--- src/rtl/io_reg_master_if.sv ---
// rtl/io_reg_master_if.sv - host command/response, responder strobe port and status bundle for io_reg_master
interface io_reg_master_if #(
    parameter int DEPTH = 4
) ();
    localparam int LVL_W = $clog2(DEPTH) + 1;

    logic             cmd_valid_i;
    logic             cmd_ready_o;
    logic             cmd_we_i;
    logic [5:0]       cmd_reg_i;
    logic [7:0]       cmd_data_i;
    logic             rsp_valid_o;
    logic             rsp_ready_i;
    logic [5:0]       rsp_reg_o;
    logic [7:0]       rsp_data_o;
    logic             update_t_o;
    logic [5:0]       wr_reg_o;
    logic [7:0]       wr_data_o;
    logic [5:0]       rd_reg_o;
    logic [7:0]       rd_data_i;
    logic [LVL_W-1:0] level_o;
    logic             busy_o;

    modport master (
        input  cmd_valid_i, cmd_we_i, cmd_reg_i, cmd_data_i, rsp_ready_i, rd_data_i,
        output cmd_ready_o, rsp_valid_o, rsp_reg_o, rsp_data_o,
        output update_t_o, wr_reg_o, wr_data_o, rd_reg_o, level_o, busy_o
    );

    modport slave (
        output cmd_valid_i, cmd_we_i, cmd_reg_i, cmd_data_i, rsp_ready_i, rd_data_i,
        input  cmd_ready_o, rsp_valid_o, rsp_reg_o, rsp_data_o,
        input  update_t_o, wr_reg_o, wr_data_o, rd_reg_o, level_o, busy_o
    );
endinterface

--- src/rtl/io_reg_master.sv ---
// rtl/io_reg_master.sv - queued write/read initiator for the toggle-strobe LED/switch register port
module io_reg_master #(
    parameter int DEPTH  = 4,
    parameter int RD_LAT = 1,
    parameter int WR_GAP = 1
) (
    input  logic              clk,
    input  logic              reset_n,
    io_reg_master_if.master   bus
);
    localparam int PTR_W   = $clog2(DEPTH);
    localparam int LVL_W   = PTR_W + 1;
    localparam int CNT_MAX = (RD_LAT > WR_GAP) ? RD_LAT : WR_GAP;
    localparam int CNT_W   = $clog2(CNT_MAX + 1) + 1;

    typedef enum logic [2:0] {S_IDLE, S_WRITE, S_GAP, S_RWAIT, S_RESP} state_t;

    state_t             state_q, state_d;
    logic [14:0]        mem_q [DEPTH];
    logic [14:0]        mem_d [DEPTH];
    logic [PTR_W-1:0]   wr_ptr_q, wr_ptr_d, rd_ptr_q, rd_ptr_d;
    logic [LVL_W-1:0]   count_q, count_d;
    logic               cmd_ready_q, cmd_ready_d;
    logic [CNT_W-1:0]   cnt_q, cnt_d;
    logic [5:0]         cur_reg_q, cur_reg_d;
    logic [7:0]         cur_data_q, cur_data_d;
    logic               update_t_q, update_t_d;
    logic [5:0]         wr_reg_q, wr_reg_d;
    logic [7:0]         wr_data_q, wr_data_d;
    logic [5:0]         rd_reg_q, rd_reg_d;
    logic               rsp_valid_q, rsp_valid_d;
    logic [5:0]         rsp_reg_q, rsp_reg_d;
    logic [7:0]         rsp_data_q, rsp_data_d;

    logic [14:0] head;
    logic        push, pop;

    assign head = mem_q[rd_ptr_q];
    assign push = bus.cmd_valid_i && cmd_ready_q;
    assign pop  = (state_q == S_IDLE) && (count_q != '0);

    always_ff @(posedge clk or negedge reset_n) begin
        if (!reset_n) begin
            state_q <= S_IDLE;
        end else begin
            state_q <= state_d;
        end
    end

    always_comb begin
        state_d = state_q;
        case (state_q)
            S_IDLE:  if (pop) state_d = head[14] ? S_WRITE : S_RWAIT;
            S_WRITE: state_d = S_GAP;
            S_GAP:   if (cnt_q == CNT_W'(WR_GAP - 1)) state_d = S_IDLE;
            S_RWAIT: if (cnt_q == CNT_W'(RD_LAT)) state_d = S_RESP;
            S_RESP:  if (bus.rsp_ready_i) state_d = S_IDLE;
            default: state_d = S_IDLE;
        endcase
    end

    always_comb begin
        mem_d       = mem_q;
        wr_ptr_d    = wr_ptr_q;
        rd_ptr_d    = rd_ptr_q;
        count_d     = count_q + LVL_W'(push) - LVL_W'(pop);
        cnt_d       = '0;
        cur_reg_d   = cur_reg_q;
        cur_data_d  = cur_data_q;
        update_t_d  = update_t_q;
        wr_reg_d    = wr_reg_q;
        wr_data_d   = wr_data_q;
        rd_reg_d    = rd_reg_q;
        rsp_valid_d = rsp_valid_q;
        rsp_reg_d   = rsp_reg_q;
        rsp_data_d  = rsp_data_q;

        if (push) begin
            mem_d[wr_ptr_q] = {bus.cmd_we_i, bus.cmd_reg_i, bus.cmd_data_i};
            wr_ptr_d        = wr_ptr_q + 1'b1;
        end
        // Ready is registered, so it must reflect the level after this edge's push/pop.
        cmd_ready_d = (count_d != LVL_W'(DEPTH));

        // The wait counter only runs while dwelling in GAP or RWAIT.
        if ((state_d == state_q) && (state_q == S_GAP || state_q == S_RWAIT)) begin
            cnt_d = cnt_q + 1'b1;
        end

        case (state_q)
            S_IDLE: begin
                if (pop) begin
                    rd_ptr_d   = rd_ptr_q + 1'b1;
                    cur_reg_d  = head[13:8];
                    cur_data_d = head[7:0];
                    if (!head[14]) rd_reg_d = head[13:8];
                end
            end
            S_WRITE: begin
                wr_reg_d   = cur_reg_q;
                wr_data_d  = cur_data_q;
                update_t_d = ~update_t_q;
            end
            S_RWAIT: begin
                if (cnt_q == CNT_W'(RD_LAT)) begin
                    rsp_valid_d = 1'b1;
                    rsp_reg_d   = cur_reg_q;
                    rsp_data_d  = bus.rd_data_i;
                end
            end
            S_RESP: begin
                if (bus.rsp_ready_i) rsp_valid_d = 1'b0;
            end
            default: ;
        endcase
    end

    always_ff @(posedge clk or negedge reset_n) begin
        if (!reset_n) begin
            for (int i = 0; i < DEPTH; i++) mem_q[i] <= '0;
            wr_ptr_q    <= '0;
            rd_ptr_q    <= '0;
            count_q     <= '0;
            cmd_ready_q <= 1'b0;
            cnt_q       <= '0;
            cur_reg_q   <= '0;
            cur_data_q  <= '0;
            update_t_q  <= 1'b0;
            wr_reg_q    <= 6'h3F;
            wr_data_q   <= '0;
            rd_reg_q    <= '0;
            rsp_valid_q <= 1'b0;
            rsp_reg_q   <= '0;
            rsp_data_q  <= '0;
        end else begin
            mem_q       <= mem_d;
            wr_ptr_q    <= wr_ptr_d;
            rd_ptr_q    <= rd_ptr_d;
            count_q     <= count_d;
            cmd_ready_q <= cmd_ready_d;
            cnt_q       <= cnt_d;
            cur_reg_q   <= cur_reg_d;
            cur_data_q  <= cur_data_d;
            update_t_q  <= update_t_d;
            wr_reg_q    <= wr_reg_d;
            wr_data_q   <= wr_data_d;
            rd_reg_q    <= rd_reg_d;
            rsp_valid_q <= rsp_valid_d;
            rsp_reg_q   <= rsp_reg_d;
            rsp_data_q  <= rsp_data_d;
        end
    end

    assign bus.cmd_ready_o = cmd_ready_q;
    assign bus.update_t_o  = update_t_q;
    assign bus.wr_reg_o    = wr_reg_q;
    assign bus.wr_data_o   = wr_data_q;
    assign bus.rd_reg_o    = rd_reg_q;
    assign bus.rsp_valid_o = rsp_valid_q;
    assign bus.rsp_reg_o   = rsp_reg_q;
    assign bus.rsp_data_o  = rsp_data_q;
    assign bus.level_o     = count_q;
    assign bus.busy_o      = (state_q != S_IDLE) || (count_q != '0);
endmodule

--- src/flat_wrapper.sv ---
// flat-port wrapper written by rule: the top's interface ports become plain ports
module io_reg_master_flat 
#(
    parameter int DEPTH  = 4,
    parameter int RD_LAT = 1,
    parameter int WR_GAP = 1
)
  (clk, reset_n, bus_cmd_valid_i, bus_cmd_we_i, bus_cmd_reg_i, bus_cmd_data_i, bus_rsp_ready_i, bus_rd_data_i, bus_cmd_ready_o, bus_rsp_valid_o, bus_rsp_reg_o, bus_rsp_data_o, bus_update_t_o, bus_wr_reg_o, bus_wr_data_o, bus_rd_reg_o, bus_level_o, bus_busy_o);
  io_reg_master_if #(.DEPTH(DEPTH)) bus_i ();
  input  logic clk;
  input  logic reset_n;
  input wire logic [$bits(bus_i.cmd_valid_i)-1:0] bus_cmd_valid_i;
  input wire logic [$bits(bus_i.cmd_we_i)-1:0] bus_cmd_we_i;
  input wire logic [$bits(bus_i.cmd_reg_i)-1:0] bus_cmd_reg_i;
  input wire logic [$bits(bus_i.cmd_data_i)-1:0] bus_cmd_data_i;
  input wire logic [$bits(bus_i.rsp_ready_i)-1:0] bus_rsp_ready_i;
  input wire logic [$bits(bus_i.rd_data_i)-1:0] bus_rd_data_i;
  output wire logic [$bits(bus_i.cmd_ready_o)-1:0] bus_cmd_ready_o;
  output wire logic [$bits(bus_i.rsp_valid_o)-1:0] bus_rsp_valid_o;
  output wire logic [$bits(bus_i.rsp_reg_o)-1:0] bus_rsp_reg_o;
  output wire logic [$bits(bus_i.rsp_data_o)-1:0] bus_rsp_data_o;
  output wire logic [$bits(bus_i.update_t_o)-1:0] bus_update_t_o;
  output wire logic [$bits(bus_i.wr_reg_o)-1:0] bus_wr_reg_o;
  output wire logic [$bits(bus_i.wr_data_o)-1:0] bus_wr_data_o;
  output wire logic [$bits(bus_i.rd_reg_o)-1:0] bus_rd_reg_o;
  output wire logic [$bits(bus_i.level_o)-1:0] bus_level_o;
  output wire logic [$bits(bus_i.busy_o)-1:0] bus_busy_o;
  assign bus_i.cmd_valid_i = bus_cmd_valid_i;
  assign bus_i.cmd_we_i = bus_cmd_we_i;
  assign bus_i.cmd_reg_i = bus_cmd_reg_i;
  assign bus_i.cmd_data_i = bus_cmd_data_i;
  assign bus_i.rsp_ready_i = bus_rsp_ready_i;
  assign bus_i.rd_data_i = bus_rd_data_i;
  assign bus_cmd_ready_o = bus_i.cmd_ready_o;
  assign bus_rsp_valid_o = bus_i.rsp_valid_o;
  assign bus_rsp_reg_o = bus_i.rsp_reg_o;
  assign bus_rsp_data_o = bus_i.rsp_data_o;
  assign bus_update_t_o = bus_i.update_t_o;
  assign bus_wr_reg_o = bus_i.wr_reg_o;
  assign bus_wr_data_o = bus_i.wr_data_o;
  assign bus_rd_reg_o = bus_i.rd_reg_o;
  assign bus_level_o = bus_i.level_o;
  assign bus_busy_o = bus_i.busy_o;
  io_reg_master #(.DEPTH(DEPTH), .RD_LAT(RD_LAT), .WR_GAP(WR_GAP)) u_core (.clk(clk), .reset_n(reset_n), .bus(bus_i));
endmodule
--- config.mk ---
export PLATFORM = sky130hd
export DESIGN_NAME = io_reg_master_flat
export DESIGN_NICKNAME = d
export VERILOG_FILES = /design/src/rtl/io_reg_master_if.sv /design/src/rtl/io_reg_master.sv /design/src/flat_wrapper.sv
export SDC_FILE = /design/constraint.sdc
export NUM_CORES = 1
export LEC_CHECK = 0
export CORE_MARGIN = 2
export CORE_UTILIZATION = 35
export DETAILED_ROUTE_END_ITERATION = 10
export PLACE_DENSITY = 0.64
export SLEW_MARGIN = 20
export SYNTH_ARGS = -nofsm -noshare
export SYNTH_HDL_FRONTEND = slang
export SYNTH_SLANG_ARGS = --single-unit
--- constraint.sdc ---
create_clock -name clk -period 3.2 [get_ports clk]
set_input_delay 0.64 -clock clk [delete_from_list [all_inputs] [get_ports clk]]
set_output_delay 0.64 -clock clk [all_outputs]
set_load 0.01 [all_outputs]
======== After elaboration in Yosys (flattened, before gate mapping) ========
Cells that the tools add are included.
cells by class
  add/sub/neg operators ................... 5
  order comparisons ....................... 3
  muxes and demuxes ....................... 16
  bitwise logic cells ..................... 4
  eq/ne operators ......................... 9
  reduce and logical (&&, ||, !) cells .... 15
operators by type and width
  kind                 count
  $bwmux 60            1
  $mux 15              3
  $bmux 15 s2          1
  $demux 15 s2         1
  $pmux 3 s5           1
  $mux 3               4
  $add 2x1->2 const B  3
  $eq 3x2->1 const B   2
  $ge 3x3->1 const B   2
  $not 2->3            2
  $reduce_and 3->1     2
  $reduce_bool 3->1    2
  $logic_and 1x1->1    4
  $mux 2               2
  $reduce_and 2->1     2
  $add 3x1->3          1
  $eq 3x1->1 const B   1
  $eq 3x3->1           1
  $eq 3x3->1 const B   1
  $logic_not 3->1      1
  $lt 3x1->1 const B   1
  $ne 3x3->1 const B   1
  $sub 3x1->3          1
  $eq 2x1->1 const B   1
  8 further kinds      11
word-level totals
  word-level logic and storage cells ...... 71
  flip-flop bits (word level) ............. 123
  output and inout port bits .............. 41
  input port bits ......................... 27

======== Depth between registers and ports, before layout ========
Gate-level depths: netlist of the first run.
  depth after elaboration ................. 10
  depth in mapped cells ................... 10
  depth with buffers taken out ............ 8

======== Least setup slack after synthesis of the first run ========
OpenSTA, ideal clock, no wires.
  path kind ............................... register -> register
  from .................................... reg u_core.state_q[1]
  to ...................................... reg u_core.cmd_ready_q, in the netlist u_core.bus.cmd_ready_o
  path buffers ............................ 2
  slack ................................... 0.979 ns
  arrival ................................. 2.096 ns
  clock period less this slack ............ 2.221 ns
  data required time ...................... 3.075 ns
  library setup time ...................... 0.125 ns
  stages on the path, launching flop included .. 10
  cell sequence ........................... dfrtp_1 -> buf_6 -> or3_1 -> buf_6 -> or3_1 -> nand2_1 -> ha_1 -> fa_1 -> nor2_1 -> nand2_1
between the ends
  word-level cells in the longest chain between the ends .. 4
ends and longest elaborated chain
  what                      line                  RTL
  start: declaration        io_reg_master.sv:18   state_t state_q, state_d;
  start signal: assignment  io_reg_master.sv:46   state_q <= state_d;
  $logic_not 3->1           io_reg_master.sv:40   assign pop = (state_q == S_IDLE) && (count_q != '0);
  $logic_and 1x1->1         io_reg_master.sv:40
  $sub 3x1->3               io_reg_master.sv:66   count_d = count_q + LVL_W'(push) - LVL_W'(pop);
  via u_core.count_d[1]     io_reg_master.sv:22   logic [LVL_W-1:0] count_q, count_d;
  $ne 3x3->1                io_reg_master.sv:83   cmd_ready_d = (count_d != LVL_W'(DEPTH));
  via u_core.cmd_ready_d    io_reg_master.sv:23   logic cmd_ready_q, cmd_ready_d;
  end signal: assignment    io_reg_master.sv:140  cmd_ready_q <= cmd_ready_d;
  end: declaration          io_reg_master.sv:23
The timed path passes the listed nets, and every way through them passes these cells.
A chain may end at the register's enable or synchronous reset.

======== Worst setup path in the final report of the first run ========
  from .................................... reg u_core.state_q[1]
  to ...................................... out bus_busy_o
between the ends
  word-level cells in the longest chain between the ends .. 2
ends and longest elaborated chain
  what               line                  RTL
  $reduce_bool 3->1  io_reg_master.sv:163  assign bus.busy_o = (state_q != S_IDLE) || (count_q != '0);
  $logic_or 1x1->1   io_reg_master.sv:163
  end: declaration   flat_wrapper.sv:27    output wire logic [$bits(bus_i.busy_o)-1:0] bus_busy_o;
No other way between the ends.

==> results of run 1 <==
## routing by layer
metal  GRT usage [%]  share of wire, %
met5               0                 0
met1            17.5                46
met2            21.6                48
met4            4.90               1.4
met3            5.09               4.7
## final cells by class
class | instances | area [um^2]
sequential | 123 | 3090
clock buffer | 25 | 495
tap | 184 | 230
timing repair buffer | 75 | 741
fill | 1287 | 7870
clock inverter | 7 | 87.6
multi-input combinational | 170 | 1940
inverter | 8 | 30.0
## path summary, 6_finish.rpt
kind / startpoint / to / slack, ns / cells after the start
max: u_core.state_q[1] / bus_busy_o / 0.20 / 3
min: reset_n / u_core.bus.rsp_data_o[0] / 0.30 / 1
max reg2reg: u_core.state_q[1] / u_core.bus.cmd_ready_o / 0.83 / 7
min reg2reg: u_core.bus.update_t_o / u_core.bus.update_t_o / 0.47 / 1
max in group asynchronous: reset_n / u_core.bus.wr_reg_o[4] / 2.06 / 2
min in group clk: u_core.bus.update_t_o / u_core.bus.update_t_o / 0.47 / 1
## worst register-to-register path: stages (launching register included)
cell	delay (ns)
dfrtp_1	0.45
or3_1	0.54
or3_1	0.42
nand2_1	0.08
ha_1	0.16
fa_1	0.44
nor2_1	0.12
nand2_1	0.05
## report_power, final
part           leakage (nW)  internal (mW)  switching (mW)
Sequential             1.46           2.38           0.422
Combinational          1.06           1.71            1.09
Clock                 0.287           1.22           0.628
Total                  2.81           5.31            2.14
## state kept, by name, summed over array words and instances, names as in the netlist, 3 cells and up
name	cells
u_core.cur_reg_q	6
u_core.state_q	3
u_core.mem_q	60
u_core.bus.wr_data_o	8
u_core.bus.wr_reg_o	6
u_core.bus.rsp_reg_o	6
u_core.bus.rd_reg_o	6
u_core.bus.level_o	3
u_core.cur_data_q	8
u_core.bus.rsp_data_o	8
## logic make-up (layout without fill, tap and decap cells)
logic type | count (synthesis) | after routing
mux | 124 | 124
flops | 123 | 123
simple gates | 24 | 24
buf+inv | 23 | 115
fa+ha+maj | 8 | 8
compound gates | 8 | 8
xor+xnor | 6 | 6
## metrics by stage
| stage | hold slack (ns) | utilization (%) | total power [mW] | cell area [um^2] |
|---|---|---|---|---|
| finish | 0.303 | 45.7 | 7.45 | 6610 |
| global route | 0.353 | 45.7 | 7.93 | 6610 |
| CTS | 0.323 | 45.7 | 7.57 | 6610 |
| detailed placement | 0.460 | 41.7 | 5.67 | 6030 |
| global placement | 0.455 | 41.7 | 5.55 | 6030 |
| floorplan | 0.344 | - | 4.67 | 5160 |
## cell usage after synthesis (all sizes together) (3+ instances only)
cell type / number / area, um^2
xor2: 3 / 26.3
dfrtp: 117 / 2930
mux2: 108 / 1220
nor2: 3 / 18.8
ha: 7 / 87.6
mux4: 15 / 353
nand2: 9 / 33.8
buf: 13 / 90.1
inv: 8 / 30.0
dfstp: 6 / 158
xnor2: 3 / 26.3
==> results.yml, run 1 <==
outcome:
  status: "complete, no violations"
route:
  num_vias: 2863
  postRouteAntennaNets: 0
  wl_per_cell_um: 16.7
  remaining_drc_errors: 0
  wl_um: 9890
  drtIter0Drc: 146
  firstDrtPassIters: 4
  avgViaCountPerCell: 4.84
clock_network:
  post_cts_resized: 0
  cts-htree-levels: 4
  cts_hold_buf: 0
  cts_root_buf: "clkbuf_16"
  cts_num_sinks: 123
  cts_tree: "done"
  cts_buffers: 17
  cts_buffer_depth: 2
  clk_latency_ns: 0.41
  clk_pin_slew_ns: 0.05
  cts_setup_buffers: 0
timing:
  final.setup.worst_slack_ns: 0.200
  tns_ns: 0
  relSlewSlack_pct: 43.6
  slew_viol_final: 0
  fin_crit_ns: 3.00
  worstMarginPinSlew_ns: 0.843
  hold_viol_final: 0
  rsz0062_at_grt: "false"
  fmax_ghz: 0.333
  fin_crit_sh_pct: 93.7
  finalSetupViolations: 0
  fin_skew_ns: 0.00734
floorplan:
  die_h_um: 125
  start_util_pct: 35.6
  fp-row-count: 44
  dieWidth_um: 125
  core_mm2: 0.0145
  fp.dieArea_mm2: 0.0157
  io_pins: 68
worst_setup_path:
  path_buf_inv: 1
  crit_path_max_incr_delay_ns: 0.54
  start_kind: "flop"
  cp_slowest_cell: "or3_1"
  arrival_ns: 2.36
  critPathRequiredTime_ns: 2.56
  crit_chain: "or3_1 > or4_1 > clkdlybuf4s50_1"
  critPathTopFamily: "simple AND/OR/NAND/NOR gates"
  critPathKind: "flop to output port"
  path_max_fanout: 8
  crit_path_end_kind: "output port"
finish:
  diodes: 0
  final_cells: 592
  drive_above_1_share_pct: 40.7
  syn_to_final_growth_pct: 28.2
  nNetsFinal: 430
  final_common_cell: "dfrtp_1"
  most-common-layout-cells: "dfrtp_1, mux2_2, clkdlybuf4s50_1, clkbuf_16, mux4_2"
placed_design:
  dp_hpwl_um: 6490
  placed_cells_incl_taps: 560
  dp_slack_ns: 0.644
  gp_congestion: 0.717
  numPortBuffers: 67
worst_hold_path:
  hold_class: "primary input to asynchronous set/reset pin"
synth:
  yosys.area_share.simple_pct: 2.89
  synth_top_family_by_area: "multiplexers"
  ys_types: 35
  synth_fa_ha_area_share_pct: 2.09
  synth.area.mux_share_pct: 30.6
  ys_async_sr_fraction_pct: 100
  avgSynthCellArea_um2: 16.3
  synthesis.area_mm2: 0.00516
  synth_warnings: 0
  syn-num-nets: 351
  synth-xor-area-share_pct: 1.02
  ys_ff_latch: 123
  synth_edf_count: 0
  synth_cells: 316
  synth-compound-area-share_pct: 1.09
  ys.flop_type: "dfrtp_1"
  seq_area_frac_synth_pct: 59.8
grt:
  grt.overflow.total: 0
  grt_pass1_wl_um: 16600
  grt.total_usage_pct: 13.7
  grt_pass1_vias: 3092
  grt_start_max_net_pins: 67
  grt_antenna_before_repair: 0
run:
  cap_viol_max_count: 0
power:
  power.density_mw_per_mm2: 1130
  ir_drop_mv: 0.515
  cellLeakagePower_nw: 2.81
Note: power is estimated with default switching activity, not from simulation.
==> inputs of run 2 (changes only) <==
--- a/config.mk
+++ b/config.mk
@@ -8,7 +8,7 @@
 export CORE_MARGIN = 2
 export CORE_UTILIZATION = 35
 export DETAILED_ROUTE_END_ITERATION = 10
-export PLACE_DENSITY = 0.64
+export PLACE_DENSITY = 0.54
 export SLEW_MARGIN = 20
 export SYNTH_ARGS = -nofsm -noshare
 export SYNTH_HDL_FRONTEND = slang
==> run 2 against run 1 <==
Sequential power about the same. Non-clock buffer count rose by 3. Final area rose by 0.13%. Global-route usage rose by 0.34 points. Register-to-register slack is essentially flat. Largest cell class unchanged. Worst hold slack worse by 0.0067 ns. Final cell count up 0.51%. Total power about the same.
==> results.yml, run 2 (same netlist as run 1, synthesis figures left out) <==
outcome:
  status: "complete, no violations"
timing:
  rsz0062_at_grt: "false"
  fmax_ghz: 0.332
  fin_skew_ns: 0.00529
  relSlewSlack_pct: 43.9
  tns_ns: 0
  slew_viol_final: 0
  fin_crit_ns: 3.01
  fin_crit_sh_pct: 94.2
  hold_viol_final: 0
  worstMarginPinSlew_ns: 0.840
  finalSetupViolations: 0
placed_design:
  numPortBuffers: 67
  dp_hpwl_um: 6540
  place_area_mm2: 0.00604
  gp_congestion: 0.687
  placed_cells_incl_taps: 563
finish:
  final_area_mm2: 0.00662
  final_cells: 595
  most-common-layout-cells: "dfrtp_1, mux2_2, clkdlybuf4s50_1, clkbuf_16, buf_4"
  regMostFlops: "u_core.mem_q"
  final_common_cell: "dfrtp_1"
  largest_reg_flops: 60
  diodes: 0
  drive_above_1_share_pct: 41.4
  nNetsFinal: 433
  fillers: 1305
  syn_to_final_growth_pct: 28.4
worst_setup_path:
  arrival_ns: 2.37
  crit_path_end_kind: "output port"
  critPathRequiredTime_ns: 2.56
  path_max_fanout: 8
  critPathKind: "flop to output port"
  start_kind: "flop"
grt:
  grt_antenna_before_repair: 0
  grt_start_max_net_pins: 63
  grt_pass1_vias: 3162
  grt.total_usage_pct: 14.1
  grt.overflow.total: 0
  grt_pass1_wl_um: 16800
power:
  power.density_mw_per_mm2: 1130
  internal_power_mw: 5.31
  ir_drop_mv: 0.487
  pwr-share-comb_pct: 37.6
  power_frac_seq_pct: 37.5
  cellLeakagePower_nw: 2.82
  p_total_mw: 7.46
  switchingPower_mw: 2.15
  power_frac_clock_pct: 24.9
  sw_frac_of_total_pct: 28.8
floorplan:
  start_util_pct: 35.6
  io_pins: 68
  fp-row-count: 44
  core_mm2: 0.0145
  dieWidth_um: 125
  fp.dieArea_mm2: 0.0157
  die_h_um: 125
clock_network:
  cts_hold_buf: 0
  cts_buffer_depth: 2
  post_cts_resized: 0
  cts_num_sinks: 123
  cts_root_buf: "clkbuf_16"
  cts_buffers: 17
  clk_latency_ns: 0.41
  cts_tree: "done"
  cts-htree-levels: 4
  cts_setup_buffers: 0
  clk_pin_slew_ns: 0.05
route:
  remaining_drc_errors: 0
  drtIter0Drc: 88
  avgViaCountPerCell: 4.84
  wl_per_cell_um: 16.9
  postRouteAntennaNets: 0
  wl_um: 10000
  firstDrtPassIters: 4
  num_vias: 2879
worst_hold_path:
  hold_class: "primary input to asynchronous set/reset pin"
run:
  cap_viol_max_count: 0
==> run 2: cell count changes in the layout (fill, tap and decap cells not counted) <==
| cell | before | now |
|---|---|---|
| clkinv_2 | 4 | 6 |
| clkinvlp_4 | 1 | 0 |
| buf_4 | 8 | 12 |
| clkbuf_1 | 4 | 3 |
| buf_12 | 1 | 0 |
==> run 2: through the flow <==
| step | hold slack [ns] | util, % | setup WS (ns) |
|---|---|---|---|
| final | 0.297 | 45.7 | 0.186 |
| after global routing | 0.372 | 45.7 | 0.112 |
| after CTS | 0.339 | 45.7 | 0.168 |
| after detailed placement | 0.461 | 41.7 | 0.631 |
| after global placement | 0.457 | 41.7 | 0.657 |
| after floorplan | 0.344 | - | 0.979 |
==> run 2: metal layers <==
| layer | track usage [%] | routed length, um | share of wire (%) | up-vias |
|---|---|---|---|---|
| met2 | 23.0 | 4900 | 49 | 60 |
| met5 | 0 | 0 | 0 | - |
| met4 | 6.27 | 200 | 2.0 | 0 |
| met3 | 4.19 | 411 | 4.1 | 17 |
| met1 | 17.3 | 4530 | 45 | 1484 |
| li1 | - | - | - | 1318 |
==> run 2: power by group through the flow <==
stage / registers (mW) / clock network [mW] / logic (mW)
2_1_floorplan: 2.81 / 0 / 1.86
3_3_place_gp: 2.79 / 0 / 2.79
3_5_place_dp: 2.83 / 0 / 2.84
4_1_cts: 2.81 / 1.91 / 2.85
5_1_grt: 2.92 / 1.98 / 3.04
6_report: 2.80 / 1.86 / 2.80
==> run 2: cell type report <==
type                            count  area [um^2]  area share, %
Tap cell                          184          230           3.48
Multi-Input combinational cell    170         1940           29.4
Clock inverter                      8         90.1           1.36
Inverter                            8         30.0          0.453
Timing Repair Buffer               78          751           11.3
Clock buffer                       24          492           7.42
Sequential cell                   123         3090           46.6
==> run 2: critical path, stage by stage (launching register included) <==
cell,delay (ns)
dfrtp_1,0.45
or3_1,0.55
or4_1,0.46
clkdlybuf4s50_1,0.49
==> run 2: worst paths after layout <==
kind	to	slack (ns)	depth (start not counted)	from
worst min register to register	u_core.bus.update_t_o	0.47	1	u_core.bus.update_t_o
worst max-delay path	bus_busy_o	0.19	3	u_core.state_q[1]
worst min-delay path	u_core.mem_q[39]	0.30	1	reset_n
worst max register to register	u_core.bus.cmd_ready_o	0.83	7	u_core.state_q[1]
max in group asynchronous	u_core.bus.wr_data_o[2]	2.05	2	reset_n
min in group clk	u_core.bus.update_t_o	0.47	1	u_core.bus.update_t_o
==> inputs of run 3 (changes only) <==
--- a/config.mk
+++ b/config.mk
@@ -8,6 +8,7 @@
 export CORE_MARGIN = 2
 export CORE_UTILIZATION = 35
 export DETAILED_ROUTE_END_ITERATION = 10
+export GPL_ROUTABILITY_DRIVEN = 0
 export PLACE_DENSITY = 0.54
 export SLEW_MARGIN = 20
 export SYNTH_ARGS = -nofsm -noshare
==> results of run 3 <==
Final layout, timing and power as in run 2 (identical DEF).
